===== src/rtl/regfile_dump_if.sv =====
// Output stream of the register-file dump engine: one register value per
// transfer, tagged with its index and an end-of-range marker.
interface regfile_dump_if #(
  parameter int WIDTH = 64
);
  logic             out_valid;
  logic             out_ready;
  logic [WIDTH-1:0] out_data;
  logic [4:0]       out_idx;
  logic             out_last;

  modport master (
    output out_valid,
    output out_data,
    output out_idx,
    output out_last,
    input  out_ready
  );

  modport slave (
    input  out_valid,
    input  out_data,
    input  out_idx,
    input  out_last,
    output out_ready
  );
endinterface


===== src/rtl/regfile_dump.sv =====
// Debug readout engine: walks register indices FIRST..LAST through one
// combinational register-file read port and streams each value out.
//
// state | meaning
// ------+-------------------------------------------------------------
// IDLE  | waiting for start
// LOAD  | ra = idx; capture rd into the output word
// HOLD  | out_valid high, word held stable until out_ready
// DONE  | done pulse after the LAST word was accepted; busy still high
module regfile_dump #(
  parameter int          WIDTH = 64,
  parameter int unsigned FIRST = 0,
  parameter int unsigned LAST  = 31
) (
  input  logic             clk,
  input  logic             reset,
  input  logic             start,
  input  logic             abort,
  output logic [4:0]       ra,
  input  logic [WIDTH-1:0] rd,
  regfile_dump_if.master   stream,
  output logic             busy,
  output logic             done
);

  localparam logic [4:0] FIRST_IDX = 5'(FIRST);
  localparam logic [4:0] LAST_IDX  = 5'(LAST);

  typedef enum logic [1:0] {
    IDLE = 2'd0,
    LOAD = 2'd1,
    HOLD = 2'd2,
    DONE = 2'd3
  } state_t;

  state_t     state;
  logic [4:0] idx;

  // The register file answers ra within the same cycle, so the address is
  // simply the index register.
  assign ra   = idx;
  assign busy = (state != IDLE);

  // Dump sequencer: state, index and all registered outputs.
  always_ff @(posedge clk) begin
    if (reset) begin
      state            <= IDLE;
      idx              <= 5'd0;
      stream.out_valid <= 1'b0;
      stream.out_data  <= '0;
      stream.out_idx   <= 5'd0;
      stream.out_last  <= 1'b0;
      done             <= 1'b0;
    end else begin
      done <= 1'b0;
      // Abort wins over everything; a word accepted in the same cycle is
      // simply considered delivered, nothing needs undoing.
      if (abort && (state != IDLE)) begin
        state            <= IDLE;
        stream.out_valid <= 1'b0;
      end else begin
        case (state)
          IDLE: begin
            if (start) begin
              idx   <= FIRST_IDX;
              state <= LOAD;
            end
          end
          LOAD: begin
            stream.out_data  <= rd;
            stream.out_idx   <= idx;
            stream.out_last  <= (idx == LAST_IDX);
            stream.out_valid <= 1'b1;
            state            <= HOLD;
          end
          HOLD: begin
            if (stream.out_ready) begin
              stream.out_valid <= 1'b0;
              if (stream.out_last) begin
                done  <= 1'b1;
                state <= DONE;
              end else begin
                idx   <= idx + 5'd1;
                state <= LOAD;
              end
            end
          end
          DONE: begin
            state <= IDLE;
          end
          default: begin
            state <= IDLE;
          end
        endcase
      end
    end
  end

endmodule


===== src/flat_wrapper.sv =====
// flat-port wrapper written by rule: the top's interface ports become plain ports
module regfile_dump_flat 
#(
  parameter int          WIDTH = 64,
  parameter int unsigned FIRST = 0,
  parameter int unsigned LAST  = 31
)
  (clk, reset, start, abort, ra, rd, busy, done, stream_out_valid, stream_out_data, stream_out_idx, stream_out_last, stream_out_ready);
  regfile_dump_if #(.WIDTH(WIDTH)) stream_i ();
  input  logic clk;
  input  logic reset;
  input  logic start;
  input  logic abort;
  output logic [4:0] ra;
  input  logic [WIDTH-1:0] rd;
  output logic busy;
  output logic done;
  output wire logic [$bits(stream_i.out_valid)-1:0] stream_out_valid;
  output wire logic [$bits(stream_i.out_data)-1:0] stream_out_data;
  output wire logic [$bits(stream_i.out_idx)-1:0] stream_out_idx;
  output wire logic [$bits(stream_i.out_last)-1:0] stream_out_last;
  input wire logic [$bits(stream_i.out_ready)-1:0] stream_out_ready;
  assign stream_out_valid = stream_i.out_valid;
  assign stream_out_data = stream_i.out_data;
  assign stream_out_idx = stream_i.out_idx;
  assign stream_out_last = stream_i.out_last;
  assign stream_i.out_ready = stream_out_ready;
  regfile_dump #(.WIDTH(WIDTH), .FIRST(FIRST), .LAST(LAST)) u_core (.clk(clk), .reset(reset), .start(start), .abort(abort), .ra(ra), .rd(rd), .stream(stream_i), .busy(busy), .done(done));
endmodule

===== config.mk =====
export PLATFORM = sky130hd
export DESIGN_NAME = regfile_dump_flat
export DESIGN_NICKNAME = d
export VERILOG_FILES = /design/src/rtl/regfile_dump_if.sv /design/src/rtl/regfile_dump.sv /design/src/flat_wrapper.sv
export SDC_FILE = /design/constraint.sdc
export NUM_CORES = 1
export LEC_CHECK = 0
export CORE_ASPECT_RATIO = 1.75
export CORE_MARGIN = 2
export CORE_UTILIZATION = 40
export CTS_CLUSTER_DIAMETER = 100
export CTS_CLUSTER_SIZE = 16
export DETAILED_ROUTE_END_ITERATION = 7
export GPL_ROUTABILITY_DRIVEN = 0
export PLACE_DENSITY_LB_ADDON = 0.05
export SETUP_SLACK_MARGIN = 0.1
export SLEW_MARGIN = 20
export SYNTH_ARGS = -nofsm -noshare
export SYNTH_HDL_FRONTEND = slang
export SYNTH_SLANG_ARGS = --single-unit

===== constraint.sdc =====
create_clock -name clk -period 1.49 [get_ports clk]
set_clock_uncertainty 0.05 [all_clocks]
set_input_delay 0.149 -clock clk [delete_from_list [all_inputs] [get_ports clk]]
set_output_delay 0.149 -clock clk [all_outputs]
set_load 0.02 [all_outputs]

Yosys cells after proc, flatten, opt, wreduce, memory -nomap -nowiden
Index checks and enable logic that the tools add are counted.
{"block": "totals", "word_cells": 40, "register_bits": 79, "out_inout_bits": 78, "input_bits": 69}
{"block": "classes", "bitwise": 3, "n_reduce_logical": 11, "n_eq_ne": 7, "n_addsub": 1, "mux": 11}
{"cell": "two-way mux 5 bit", "count": 3}
{"cell": "one-hot mux 5 bit (2 select lines)", "count": 1}
{"cell": "one-hot mux 2 bit (4 select lines)", "count": 1}
{"cell": "two-way mux 2 bit", "count": 3}
{"cell": "inequality test 2 bit, second input constant", "count": 3}
{"cell": "AND reduction 2 bit", "count": 3}
{"cell": "nonzero test 2 bit", "count": 3}
{"cell": "adder 5 x 1 -> 5 bit, second input constant", "count": 1}
{"cell": "== test 5 bit, second input constant", "count": 1}
{"cell": "AND reduction 5 bit", "count": 1}
{"cell": "== test 2 bit, second input constant", "count": 2}
{"cell": "OR reduction 4 bit", "count": 1}
{"cell": "inverter 1 bit", "count": 3}
{"cell": "== test 2 x 1 -> 1 bit, second input constant", "count": 1}
{"cell": "zero test 2 bit", "count": 1}
{"cell": "two-way mux 1 bit", "count": 2}
{"cell": "one-hot mux 1 bit (2 select lines)", "count": 1}
{"cell": "OR reduction 2 bit", "count": 1}
{"cell": "logical AND 1 bit", "count": 1}

Depth between registers and ports, before layout
{"block": "logic_depth", "ltp_word": 4, "depth_mapped": 6}

Worst setup path before layout
OpenSTA, ideal clock, no wires.
{"block": "synth_path", "path_kind": "flip-flop to flip-flop", "start": "reg u_core.idx[1] (netlist: u_core.ra[1])", "end": "reg u_core.idx[4] (netlist: u_core.ra[4])", "path_buffers": 0, "path_slack_ns": 0.097, "setup_ns": 0.134, "t_arrival_ns": 1.209, "required_time_ns": 1.306, "stages_incl_launch_ff": 6, "path_cell_list": "dfxtp_1 -> ha_1 -> and3_1 -> ha_1 -> nand3_1 -> a31oi_1"}
{"block": "synth_between", "elab_chain_len": 4}
{"element": "start, declared", "line_no": "regfile_dump.sv:37", "rtl": "logic [4:0] idx;"}
{"element": "start signal, assigned", "line_no": "regfile_dump.sv:83", "rtl": "idx <= idx + 5'd1;"}
{"element": "adder 5 x 1 -> 5 bit", "line_no": "regfile_dump.sv:83"}
{"element": "two-way mux 5 bit", "line_no": "regfile_dump.sv:79", "rtl": "if (stream.out_last) begin"}
{"element": "two-way mux 5 bit", "line_no": "regfile_dump.sv:77", "rtl": "if (stream.out_ready) begin"}
{"element": "one-hot mux 5 bit (2 select lines)", "line_no": "regfile_dump.sv:62", "rtl": "case (state)"}
Every way passes these cells. The select of a mux whose other input is x is not followed.
A chain may end at the register's enable or synchronous reset.

Worst setup path in the final report
{"block": "layout_path", "start": "reg u_core.idx[0] (netlist: u_core.ra[0])", "end": "out ra[0]"}
{"element": "end, declared", "line_no": "flat_wrapper.sv:14", "rtl": "output logic [4:0] ra;"}
No word-level cell between the ends.

==> impl_metrics.yaml <==
status:
  status: "finished clean"
sta:
  rsz0062_at_grt: "true"
  min_period_over_period_pct: 93.6
  slew_of_the_pin_with_the_lowest_slew_margin_ns: 0.357
  relSlewSlack_pct: 76.2
  drv_slew: 0
  fmaxAchievable_ghz: 0.717
  timing.final.ws_setup_ns: 0.0959
  timing.final.crit_period_ns: 1.39
  hold_violation_count_in_the_final_report: 0
  finalSetupTns_ns: 0
  finalSetupViolations: 0
yosys:
  synth_seq_area_share_pct: 52.5
  avgSynthCellArea_sq_um: 8.32
  number_of_synthesis_warnings: 0
  synth.net_count: 433
  ys_ff_latch: 79
  syn-instance-count: 362
  unique_cell_type_count_in_the_yosys_netlist: 30
  post_synth_instance_area_sq_um: 3010
setup_path:
  crit_arrival_ns: 1.20
  worstPathMaxFanout: 4
  worst_setup_path_end_kind: "output port"
  timing.setup.critical_path_class: "reg -> out"
  required_ns: 1.29
  worst-r2r-setup-slack_ns: 0.13
  worst_setup_path_start_kind: "flop"
drt:
  finalWirelength_um: 9290
  drt-wirelength-per-cell_um: 15.2
  via_count: 3001
  detail_route.first_pass.iterations: 4
  post_drt_via_cell_ratio: 4.93
  drcViolationCount: 0
  dr.first_iter.drc_count: 77
  route.antenna.remaining_nets: 0
hold_path:
  hold_class: "in -> reg"
clock_tree:
  ctsHtreeMaxLevel: 3
  clk_path_buf_depth: 2
  clockRootBuffer: "sky130_fd_sc_hd__clkbuf_16"
  cts_tree: "built"
  path_clk_slew_ns: 0.06
  numCtsBuffers: 9
  clock-sinks: 79
  worstSkewPairLatency_ns: 0.33
  postCtsHoldBufs: 0
floorplanning:
  area_of_the_die_sq_um: 8270
  floorplan.rows: 41
  floorplan.core_area_sq_um: 7230
  die_x_um: 69.6
  die_height_um: 119
  boundaryPins: 147
  start_util_pct: 41.7
pwr:
  pwr_density_cell_nw_per_um2: 1010
  cellLeakagePower_nw: 2.20
  report.power.total_w: 0.00509
  power.ir.vdd_worst_mv: 0.653
run:
  max-cap-violations: 0
global_route:
  track_usage_pct: 21.2
  antenna_violations_before_repair: 0
  grt_pass1_wl_um: 14000
  gr-total-overflow: 0
  grt_max_degree: 56
  via_count_of_the_first_global_routing_pass: 2877
cells_and_area:
  num-nets-final: 589
  seq_area_sq_um: 1590
  layout_common_cells: "132 x sky130_fd_sc_hd__nand2_1, 77 x sky130_fd_sc_hd__dlygate4sd2_1, 77 x sky130_fd_sc_hd__dfxtp_1"
  area_growth_pct: 67.7
  multiInputGateArea_sq_um: 1330
  drive_above_1_share_pct: 15.3
  antenna_diode_instance_count: 0
  layout.cells.most_common: "sky130_fd_sc_hd__nand2_1"
  nFillCells: 588
placed_design:
  number_of_port_buffers: 146
  place_ws_ns: -0.142
  dpl.hpwl_um: 5610
## power breakdown
| group | total [W] | internal [W] | switching (W) |
|---|---|---|---|
| sequential | 0.00220 | 0.00217 | 0.0000275 |
| clock | 0.00225 | 0.00143 | 0.000819 |
| combinational | 0.000646 | 0.000340 | 0.000307 |
## through the flow
stage	util (%)	cell area, sq um	hold WS [ns]	cells
6_report	69.9	5050	0.151	609
5_1_grt	69.9	5050	0.168	609
3_3_place_gp	62.3	4500	0.391	581
2_1_floorplan	-	3010	0.235	362
4_1_cts	66.3	4790	0.144	601
3_5_place_dp	62.3	4500	0.396	581
## critical path: stages (launching register included)
cell and delay (ns):
sky130_fd_sc_hd__dfxtp_1 0.38, sky130_fd_sc_hd__buf_4 0.15, sky130_fd_sc_hd__dlygate4sd2_1 0.33
## timing repair
item	CTS	global route
gates resized for setup	83	37
endpoints found under the setup margin	143	75
pin swaps	0	14
buffers inserted	2	4
gates cloned	2	4
## synth_stat cells, drive strengths merged
cell type | n | area share (%)
or3b | 1 | 0.29
nand4bb | 1 | 0.37
inv | 3 | 0.37
and2 | 1 | 0.21
nor2 | 2 | 0.25
a21oi | 73 | 13
and3 | 1 | 0.21
nor4bb | 1 | 0.33
o22ai | 1 | 0.21
and4bb | 1 | 0.42
a221oi | 2 | 0.58
nand3 | 7 | 1.2
a211o | 1 | 0.29
or2 | 1 | 0.21
ha | 2 | 0.83
a31oi | 2 | 0.42
a21boi | 1 | 0.25
o31ai | 2 | 0.50
nand2b | 4 | 0.83
nor3 | 1 | 0.17
nand3b | 2 | 0.50
nand2 | 142 | 18
nor3b | 1 | 0.62
clkbuf | 9 | 1.1
dfxtp | 79 | 52
nor2b | 2 | 0.42
buf | 18 | 6.1
nand4b | 1 | 0.29
## metal layers
metal | up-vias | wire, um | part of all wire, % | global-route usage [%]
met5 | - | 0 | 0 | 0
met4 | 0 | 281 | 3.0 | 11.0
met3 | 21 | 501 | 5.4 | 4.82
met2 | 98 | 4800 | 52 | 36.4
met1 | 1383 | 3700 | 40 | 24.2
li1 | 1499 | - | - | -
## state kept, by name, indices dropped and copies added, names as in the netlist
| register | count |
|---|---|
| u_core.stream.out_last | 1 |
| u_core.state | 2 |
| u_core.stream.out_idx | 5 |
| u_core.ra | 5 |
| u_core.stream.out_valid | 1 |
| u_core.done | 1 |
| u_core.stream.out_data | 64 |
## final cells by class
type	count	area share, %
inverter	3	0.223
multi-input combinational	253	26.2
clock inverter	3	0.792
sequential	79	31.4
timing repair buffer	172	33.9
tap	86	2.13
clock buffer	13	5.35
## kinds of logic (layout without fill, tap and decap cells)
kind of cell | after synthesis | in the layout | share of synthesized area (%)
buffers and inverters | 30 | 191 | 7.60
adders and majority gates | 2 | 2 | 0.830
DFF | 79 | 79 | 52.5
AOI/OAI and AO/OA | 82 | 82 | 15.1
and+or+nand+nor | 169 | 169 | 24.0
## final timing paths
check	startpoint	end	depth (start not counted)
setup / recovery	u_core.ra[0]$_SDFFE_PP0P_	ra[0]	2
hold / removal	reset	u_core.stream.out_last$_SDFFE_PP0P_	2
setup reg to reg	u_core.state[1]$_SDFFE_PP0P_	u_core.stream.out_data[51]$_SDFFE_PP0P_	6
hold reg to reg	u_core.stream.out_data[32]$_SDFFE_PP0P_	u_core.stream.out_data[32]$_SDFFE_PP0P_	2
Power figures use the tool's default switching activity.
